[src/rtl/distortion_pipe.sv]
// distortion_pipe: framed multi-channel distortion through one shared 3-stage shaper.
// Optional clip statistics counter enabled by defining DIST_CLIP_STAT_EN.
module distortion_pipe #(
  parameter int DATA_W     = 16,
  parameter int CHANNELS   = 2,
  parameter int THR_LIGHT  = 20000,
  parameter int THR_NORMAL = 16000,
  parameter int THR_HEAVY  = 12000
) (
  input  logic                       clk,
  input  logic                       rst_n,
  input  logic [1:0]                 mode,
  input  logic                       s_valid,
  output logic                       s_ready,
  input  logic [CHANNELS*DATA_W-1:0] s_data,
  output logic                       m_valid,
  input  logic                       m_ready,
  output logic [CHANNELS*DATA_W-1:0] m_data
`ifdef DIST_CLIP_STAT_EN
  ,
  input  logic                       clip_clr,
  output logic [15:0]                clip_cnt
`endif
);

  localparam int ACC_W = DATA_W + 4;
  localparam int CW    = (CHANNELS > 1) ? $clog2(CHANNELS) : 1;
  localparam logic [CW-1:0] LAST = CW'(CHANNELS - 1);

  localparam logic [ACC_W-1:0] T_L = ACC_W'(THR_LIGHT);
  localparam logic [ACC_W-1:0] T_N = ACC_W'(THR_NORMAL);
  localparam logic [ACC_W-1:0] T_H = ACC_W'(THR_HEAVY);

  localparam logic signed [ACC_W-1:0] SMAX =
    {{(ACC_W-DATA_W+1){1'b0}}, {(DATA_W-1){1'b1}}};
  localparam logic signed [ACC_W-1:0] SMIN =
    {{(ACC_W-DATA_W+1){1'b1}}, {(DATA_W-1){1'b0}}};

  typedef enum logic [1:0] {
    ST_IDLE,
    ST_RUN,
    ST_OUT
  } state_t;

  state_t r_state;
  state_t w_next;
  logic   w_accept;
  logic   w_last;

  logic                       r_sready;
  logic                       r_mvalid;
  logic [CHANNELS*DATA_W-1:0] r_frame;
  logic [CHANNELS*DATA_W-1:0] r_mdata;
  logic [1:0]                 r_mode;

  logic [CW-1:0] r_ch;
  logic          r_iss;

  logic             r_v1;
  logic [CW-1:0]    r_ch1;
  logic             r_neg1;
  logic [ACC_W-1:0] r_a1;

  logic             r_v2;
  logic [CW-1:0]    r_ch2;
  logic             r_neg2;
  logic [ACC_W-1:0] r_y2;

  logic [DATA_W-1:0] w_samp;
  logic [ACC_W-1:0]  w_sext;
  logic [ACC_W-1:0]  w_x;
  logic [ACC_W-1:0]  w_a;

  logic [ACC_W-1:0] w_t;
  logic [ACC_W-1:0] w_t2;
  logic [ACC_W-1:0] w_t15;
  logic [ACC_W-1:0] w_y;
  logic             w_knee;

  logic signed [ACC_W-1:0] w_z;
  logic [DATA_W-1:0]       w_out;

  assign s_ready = r_sready;
  assign m_valid = r_mvalid;
  assign m_data  = r_mdata;
  assign w_last  = r_v2 && (r_ch2 == LAST);

  // Frame sequencing: accept, run channels through the pipe, present result
  always_comb begin
    w_next   = r_state;
    w_accept = 1'b0;
    unique case (r_state)
      ST_IDLE: begin
        if (s_valid && r_sready) begin
          w_accept = 1'b1;
          w_next   = ST_RUN;
        end
      end
      ST_RUN: begin
        if (w_last) w_next = ST_OUT;
      end
      ST_OUT: begin
        if (m_ready) w_next = ST_IDLE;
      end
      default: w_next = ST_IDLE;
    endcase
  end

  // State register with registered handshake outputs
  always_ff @(posedge clk or negedge rst_n) begin
    if (!rst_n) begin
      r_state  <= ST_IDLE;
      r_sready <= 1'b0;
      r_mvalid <= 1'b0;
    end else begin
      r_state  <= w_next;
      r_sready <= (w_next == ST_IDLE);
      r_mvalid <= (w_next == ST_OUT);
    end
  end

  // Latch the frame and its mode on accept so the whole frame shares one mode
  always_ff @(posedge clk or negedge rst_n) begin
    if (!rst_n) begin
      r_frame <= '0;
      r_mode  <= 2'b00;
    end else if (w_accept) begin
      r_frame <= s_data;
      r_mode  <= mode;
    end
  end

  // Channel issue counter: one channel per cycle after accept
  always_ff @(posedge clk or negedge rst_n) begin
    if (!rst_n) begin
      r_ch  <= '0;
      r_iss <= 1'b0;
    end else if (w_accept) begin
      r_ch  <= '0;
      r_iss <= 1'b1;
    end else if (r_iss) begin
      if (r_ch == LAST) r_iss <= 1'b0;
      else              r_ch  <= r_ch + 1'b1;
    end
  end

  // S1 combinational: select channel, apply gain, take magnitude
  always_comb begin
    w_samp = r_frame[int'(r_ch)*DATA_W +: DATA_W];
    w_sext = {{(ACC_W-DATA_W){w_samp[DATA_W-1]}}, w_samp};
    w_x    = w_sext;
    unique case (r_mode)
      2'b00:   w_x = w_sext;
      2'b01:   w_x = w_sext << 1;
      2'b10:   w_x = w_sext << 2;
      2'b11:   w_x = w_sext << 3;
      default: w_x = w_sext;
    endcase
    w_a = w_x[ACC_W-1] ? (~w_x + 1'b1) : w_x;
  end

  // S1 register: sign and unsigned magnitude of the gained sample
  always_ff @(posedge clk or negedge rst_n) begin
    if (!rst_n) begin
      r_v1   <= 1'b0;
      r_ch1  <= '0;
      r_neg1 <= 1'b0;
      r_a1   <= '0;
    end else begin
      r_v1 <= r_iss;
      if (r_iss) begin
        r_ch1  <= r_ch;
        r_neg1 <= w_x[ACC_W-1];
        r_a1   <= w_a;
      end
    end
  end

  // S2 combinational: three-segment soft knee on the magnitude
  always_comb begin
    w_t    = '0;
    w_y    = r_a1;
    w_knee = 1'b0;
    unique case (r_mode)
      2'b01:   w_t = T_L;
      2'b10:   w_t = T_N;
      2'b11:   w_t = T_H;
      default: w_t = '0;
    endcase
    w_t2  = w_t << 1;
    w_t15 = w_t + (w_t >> 1);
    if (r_mode != 2'b00) begin
      if (r_a1 > w_t2) begin
        w_y    = w_t15 + ((r_a1 - w_t2) >> 2);
        w_knee = 1'b1;
      end else if (r_a1 > w_t) begin
        w_y = w_t + ((r_a1 - w_t) >> 1);
      end
    end
  end

  // S2 register: shaped magnitude
  always_ff @(posedge clk or negedge rst_n) begin
    if (!rst_n) begin
      r_v2   <= 1'b0;
      r_ch2  <= '0;
      r_neg2 <= 1'b0;
      r_y2   <= '0;
    end else begin
      r_v2 <= r_v1;
      if (r_v1) begin
        r_ch2  <= r_ch1;
        r_neg2 <= r_neg1;
        r_y2   <= w_y;
      end
    end
  end

  // S3 combinational: restore sign and clamp to the sample range
  always_comb begin
    w_z   = r_neg2 ? $signed(~r_y2 + 1'b1) : $signed(r_y2);
    w_out = w_z[DATA_W-1:0];
    if (w_z > SMAX)      w_out = SMAX[DATA_W-1:0];
    else if (w_z < SMIN) w_out = SMIN[DATA_W-1:0];
  end

  // S3 register: write the finished channel into its output slot
  always_ff @(posedge clk or negedge rst_n) begin
    if (!rst_n) begin
      r_mdata <= '0;
    end else begin
      for (int c = 0; c < CHANNELS; c++) begin
        if (r_v2 && (r_ch2 == CW'(c)))
          r_mdata[c*DATA_W +: DATA_W] <= w_out;
      end
    end
  end

`ifdef DIST_CLIP_STAT_EN
  logic        r_knee2;
  logic        w_sat_hit;
  logic [15:0] r_clip_cnt;

  assign w_sat_hit = (w_z > SMAX) || (w_z < SMIN);
  assign clip_cnt  = r_clip_cnt;

  // Carry the hard-knee flag alongside the S2 result
  always_ff @(posedge clk or negedge rst_n) begin
    if (!rst_n)    r_knee2 <= 1'b0;
    else if (r_v1) r_knee2 <= w_knee;
  end

  // Count clipped samples, saturating; clear wins over increment
  always_ff @(posedge clk or negedge rst_n) begin
    if (!rst_n) begin
      r_clip_cnt <= '0;
    end else if (clip_clr) begin
      r_clip_cnt <= '0;
    end else if (r_v2 && (r_knee2 || w_sat_hit) &&
                 (r_clip_cnt != 16'hFFFF)) begin
      r_clip_cnt <= r_clip_cnt + 16'd1;
    end
  end
`else
  logic w_knee_unused;
  assign w_knee_unused = w_knee;
`endif

endmodule

[config.mk]
export PLATFORM = sky130hd
export DESIGN_NAME = distortion_pipe
export DESIGN_NICKNAME = d
export VERILOG_FILES = /design/src/rtl/distortion_pipe.sv
export SDC_FILE = /design/constraint.sdc
export NUM_CORES = 1
export LEC_CHECK = 0
export CAP_MARGIN = 20
export CORE_AREA = 2 2 99 196
export DETAILED_ROUTE_END_ITERATION = 6
export DIE_AREA = 0 0 101 198
export PLACE_DENSITY_LB_ADDON = 0.05
export SETUP_SLACK_MARGIN = 0.15
export SYNTH_ARGS = -nofsm -noshare
export SYNTH_HDL_FRONTEND = slang
export SYNTH_SLANG_ARGS = --single-unit
[constraint.sdc]
create_clock -name clk -period 15.2 [get_ports clk]
set_input_delay 1.52 -clock clk [delete_from_list [all_inputs] [get_ports clk]]
set_output_delay 1.52 -clock clk [all_outputs]
set_load 0.005 [all_outputs]
==> impl_results.md, run 1 <==
- Startpoint types: register
- Syn Nets: roughly 1.0k
- Footprint of the multi-input gates: 5199 µm²
- Critical path fanouts, max: 14
- Cells after synthesis: 948
- Via count: 7,243
- Crit Path Class: reg -> reg
- Async SR Flop Fraction: 100.0%
- Min Tclk post-route: 5.619 ns
- Slew Limit Fails: 0
- Most area-hungry cell type in the Yosys netlist: dfrtp_1
- CTS tree: yes
- # Post-CTS Setup Buffers: 0
- Final hold viol count: 0
- Synth warn: 0
- Sequential standard cell area: 2953 µm²
- Cells taking the most area after synthesis: dfrtp_1 (35%), ha_1 (8.4%), mux2_2 (6.2%), xnor2_1 (5.2%), o21ai_0 (5.1%)
- Latest clock arrival within the worst-skew pair: 0.42 ns
- Post_cts resized: 0
- Setup violations, final: 0
- Worst Setup End Kind: register
- Worst clock skew: 0.009988 ns
- Post-synth top cells: dfrtp_1 (118), nand2_1 (97), o21ai_0 (86), a21oi_1 (72), nor2_1 (59)
- Antenna Nets Post-Route: 0
- FP Rows: slightly above 70
- Number of synthesized flops with an enable pin: 0
- Fraction of layout cells with a size suffix above 1: about 11%
- Area grow syn2layout: 16.53%
- Clock Sink Count: between 100 and 150
- GRT Residual Overflow: 0
- Die width: approximately 100 µm
- Crit path top cell by count: ha_1
- First-pass GRT wire length: 38,840 µm
- Top-count cell post-synth: dfrtp_1
- RSZ-0062 raised after global routing: no
- Tcrit/Tclk final: between 30% and 40%
- CP Buf/Inv Count: 1
- CP peak stage delay: approximately 0.55 ns
- Critical path cell sequence: ha_1, clkinv_1, ha_1, nor2b_1, o21ai_0, a21oi_1, o21ai_0, nand2_1, a21o_1, a21oi_1, xnor2_1, ha_1, ha_1, ha_1, o41ai_1, o21bai_1, a21oi_1, o21bai_1, a31oi_1, o21bai_1
- Starting DRT DRC Count: 397
- Vias in the first global route: 7,322
- Slew @ Worst Pin: 0.9812 ns
- CP max stage cell: ha_1
- Port bufs: 71
- Clk buf depth: 2
- R2r setup slk: between 9 and 10 ns
- Synth Cell Area: between 8000 and 9000 µm²
- Initial Util: 45.65%
- Register clock-pin slew on the reported worst setup and hold paths: 0.06 ns
- Max-slew headroom: 32.71%
- Critical Path AT: 5.92 ns
- Total Routing Usage GR: between 20% and 30%
- Initial antenna violation count: 0
- # DRC: 0
- Family with the most delay on the worst path: compound AO/OA/AOI/OAI gates
- I/O pin cnt: between 70 and 80
- WP data required: 15.50 ns
- Global placement routability congestion: between 0.9 and 1
- Post-DP HPWL: 18,750 µm
- Mean post-synth cell area: about 9 µm²
- Synth Flop Type: dfrtp_1
- Vias/cell: 5.908
- Router iterations before antenna repair: 5
- Distinct cells, synth: 78
- Pin count of the biggest net entering global routing: 70
- Yosys top cell area share: 34.67%
- WL/cell: around 20 µm
- Post-CTS Hold Buffers: 0
- NumNets Final: 1,094
- DRT Wirelength: 24,190 µm
- Die area: 20,000 µm²
- Core Footprint: approximately 19,000 µm²
- Total negative slack: 0 ns
- Worst hold path class: reg -> reg
- Max-cap violations: 0
- FMAX: 178.0 MHz
- ANT cells: 0
- Root buffer cell: clkbuf_16
- Die Ht: 198 µm
- Number of synthesized register bits: ~120
- Num CTS Buffers: 17
- Seq/Total Area, Yosys: 34.67%
- # fillers: 1,745
- Run status: finished, final reports clean
- Max H-tree Level: 4
cells by family after synthesis:
logic type / synth area share [%]
fa+ha+maj: 9.549
flops: 34.67
simple gates: 14.98
buf+inv: 4.378
compound gates: 21.11
mux: 8.007
xor+xnor: 7.301
routing by layer:
| layer | track usage (%) | up-vias | routed length [µm] |
|---|---|---|---|
| met2 | 47.09 | 207 | 13170 |
| met3 | 3.353 | 87 | 631 |
| met1 | 24.69 | 3426 | 8430 |
| met4 | 20.37 | 0 | 1960 |
| met5 | 0 | - | 0 |
| li1 | - | 3523 | - |
metrics by stage:
step                instances  hold WS [ns]  setup WS (ns)  instance area, µm²  utilization, %
finish                   1226        0.4724          9.581                9925           53.20
global route             1226        0.4997          9.092                9925           53.20
global placement         1193        0.4611          9.799                9344           50.09
detailed placement       1193        0.4691          9.622                9344           50.09
floorplan                 948        0.4289          10.27                8517               -
CTS                      1225        0.4813          9.612                9910           53.12
layout by cell type, fill, tap and decap left out, drive strengths merged, types with 7 or more instances in the layout:
cell and count:
xnor2 51, nand3 15, buf 9, a21o 13
o31ai 8, a31oi 13, nand2b 11, mux2i 13
clkinv 12, o21ai 87, clkdlybuf4s50 70, mux2 48
ha 57, a21oi 73, a22oi 11, or2 7
or3 9, xor2 20, inv 41, clkbuf 18
nor3 16, o221ai 8, nand2 97, dfrtp 118
nor2 59
state kept, by name, indices dropped and copies added, names as in the netlist, 2 cells and up:
signal / count
r_mode: 2
m_data: 32
r_y2: 20
r_a1: 20
r_state: 2
r_frame: 32
area by class of cell:
type	count	share of cell area (%)
clock inverters	14	1.273
multi-input cells	736	52.38
flip-flops and latches	118	29.75
inverters	42	1.588
well taps	219	2.761
clock buffers	18	4.425
repair buffers	79	7.816
path summary, 6_finish.rpt:
path                                             start                     end  cells after the start
worst max-delay path             r_mode[0]$_DFFE_PN0P_    r_y2[18]$_DFFE_PN0P_                     20
worst min-delay path            m_data[23]$_DFFE_PN0P_  m_data[23]$_DFFE_PN0P_                      2
worst max register to register   r_mode[0]$_DFFE_PN0P_    r_y2[18]$_DFFE_PN0P_                     20
worst min register to register  m_data[23]$_DFFE_PN0P_  m_data[23]$_DFFE_PN0P_                      2
max in group asynchronous                        rst_n    r_a1[12]$_DFFE_PN0P_                      2
min in group asynchronous                        rst_n  m_data[17]$_DFFE_PN0P_                      1
tightest hold or removal path: cells and delay by family, from the launching register on:
| kind | cells | cell delay (ns) |
|---|---|---|
| and+or+nand+nor | 1 | 0.04 |
| AOI/OAI and AO/OA | 1 | 0.06 |
| DFF | 1 | 0.34 |
Power of run 1 is left out: the tool's default activity adds up to more than one toggle a clock period on the data nets, which glitch-free logic cannot reach.
==> run 2: changes to the inputs <==
clock period = 4.9 ns   (was 15.2 ns; I/O delays follow)
==> impl_results.md, run 2 (synthesized netlist as in run 1, its figures left out) <==
- Pin count of the biggest net entering global routing: 75
- Hold slack: 0.1990 ns
- ANT cells: 0
- Core Footprint: 18,660 µm²
- Vias/cell: 5.910
- CTS tree: yes
- CP peak stage delay: 0.44 ns
- Root buffer cell: clkbuf_16
- WP data required: around 5.2 ns
- Worst Setup End Kind: register
- WL/cell: 19.93 µm
- Worst clock skew: roughly 0.011 ns
- Via count: 7,370
- Run status: finished, final reports clean
- Most common cell after layout, fill and taps aside: dfrtp_1
- Startpoint types: register
- Clk buf depth: 2
- Min Tclk post-route: 4.448 ns
- Fraction of layout cells with a size suffix above 1: 14.11%
- Final hold viol count: 0
- Critical Path AT: 4.76 ns
- Critical path fanouts, max: 10
- FP Rows: 71
- I/O pin cnt: about 70
- Num CTS Buffers: 17
- DRT Wirelength: 24,850 µm
- Vias in the first global route: 7,532
- Initial antenna violation count: 0
- Die Ht: 198 µm
- Max H-tree Level: 4
- Crit path top cell by count: ha_1
- NumNets Final: 1,117
- Post-DP HPWL: 19,480 µm
- Port bufs: about 70
- Initial Util: 45.65%
- Latest clock arrival within the worst-skew pair: 0.43 ns
- Slew Limit Fails: 0
- Worst hold path class: in -> async
- FMAX: roughly 220 MHz
- Clock Sink Count: approximately 120
- # DRC: 0
- Global placement routability congestion: 0.9773
- Placed instance count: 1,215
- Commonest cells after routing, fill and taps aside: dfrtp_1 (117), nand2_1 (97), o21ai_0 (84), clkdlybuf4s50_1 (70), a21oi_1 (69)
- Router iterations before antenna repair: 5
- GRT Residual Overflow: 0
- Slew @ Worst Pin: ~0.96 ns
- CP Buf/Inv Count: 3
- Die area: 20,000 µm²
- Setup violations, final: 0
- CP max stage cell: dfrtp_2
- Critical path cell sequence: ha_1, clkinv_1, buf_4, ha_1, nor2b_1, o21ai_0, buf_4, a21oi_1, o21ai_0, nand2_1, a21o_1, a21oi_1, xnor2_1, ha_1, ha_1, ha_1, o41ai_2, o21bai_1, a21oi_2, o21bai_1, a31oi_1, o21bai_1
- Area after DPL: around 9500 µm²
- Total Routing Usage GR: 26.14%
- Starting DRT DRC Count: 449
- Register clock-pin slew on the reported worst setup and hold paths: 0.06 ns
- Crit Path Class: reg -> reg
- Max-cap violations: 0
- Post-CTS Hold Buffers: 0
- Total negative slack: 0 ns
- RSZ-0062 raised after global routing: yes
- Antenna Nets Post-Route: 0
- Family with the most delay on the worst path: compound AO/OA/AOI/OAI gates
- Max-slew headroom: 36.08%
- First-pass GRT wire length: 39,460 µm
- Area grow syn2layout: 19.54%
- Final non-filler cell total: around 1.2k
- Tcrit/Tclk final: just over 90%
- Final Instance Area: 10,180 µm²
- Die width: around 100 µm
## run 2: cell count changes in the layout (fill, tap and decap cells not counted), sizes merged
cell / change
buf: +23
bufinv: +2
clkbuf: +4
clkinv: -6
inv: -2
## run 2: worst reg2reg max path: cells and delay by family, from the launching register on
kind / cells / cell delay [ns]
compound gates: 11 / 1.79
xor+xnor: 1 / 0.14
fa+ha+maj: 5 / 1.31
buf+inv: 3 / 0.42
flops: 1 / 0.44
simple gates: 2 / 0.26
## run 2: final timing paths
check	from	to	slack, ns	cells after the start
worst max register to register	r_mode[0]$_DFFE_PN0P_	r_y2[18]$_DFFE_PN0P_	0.45	22
worst min-delay path	rst_n	m_data[0]$_DFFE_PN0P_	0.20	1
worst max-delay path	r_mode[0]$_DFFE_PN0P_	r_y2[18]$_DFFE_PN0P_	0.45	22
max in group asynchronous	rst_n	r_mode[0]$_DFFE_PN0P_	3.52	2
worst min register to register	m_data[15]$_DFFE_PN0P_	m_data[15]$_DFFE_PN0P_	0.47	2
min in group clk	m_data[15]$_DFFE_PN0P_	m_data[15]$_DFFE_PN0P_	0.47	2
## run 2: what timing repair did
item	in CTS	in global routing
gates resized for setup	0	15
buffers inserted	0	1
setup endpoints to repair	0	6
## run 2: layout make-up
class / instances / area, µm²
Fill cell: 1793 / 8474
Clock inverter: 8 / 123.9
Multi-Input combinational cell: 736 / 5249
Timing Repair Buffer: 102 / 948.4
Tap cell: 219 / 274.0
Sequential cell: 118 / 2954
Inverter: 42 / 157.7
Clock buffer: 22 / 474.2
## run 2: metrics by stage
stage	setup WS [ns]	utilization, %
6_report	0.4518	54.57
5_1_grt	0.1400	54.57
4_1_cts	0.1867	54.18
3_5_place_dp	0.1935	50.97
3_3_place_gp	0.2828	50.97
2_1_floorplan	0.1646	-
## run 2: routing by layer
layer	up-vias	part of all wire, %	global-route usage [%]	wire length [µm]
met3	88	2.6	3.600	643
li1	3564	-	-	-
met5	-	0	0	0
met1	3506	33	23.76	8233
met2	212	57	50.89	14200
met4	0	7.2	18.22	1778
Power of run 2 is left out for the same reason.
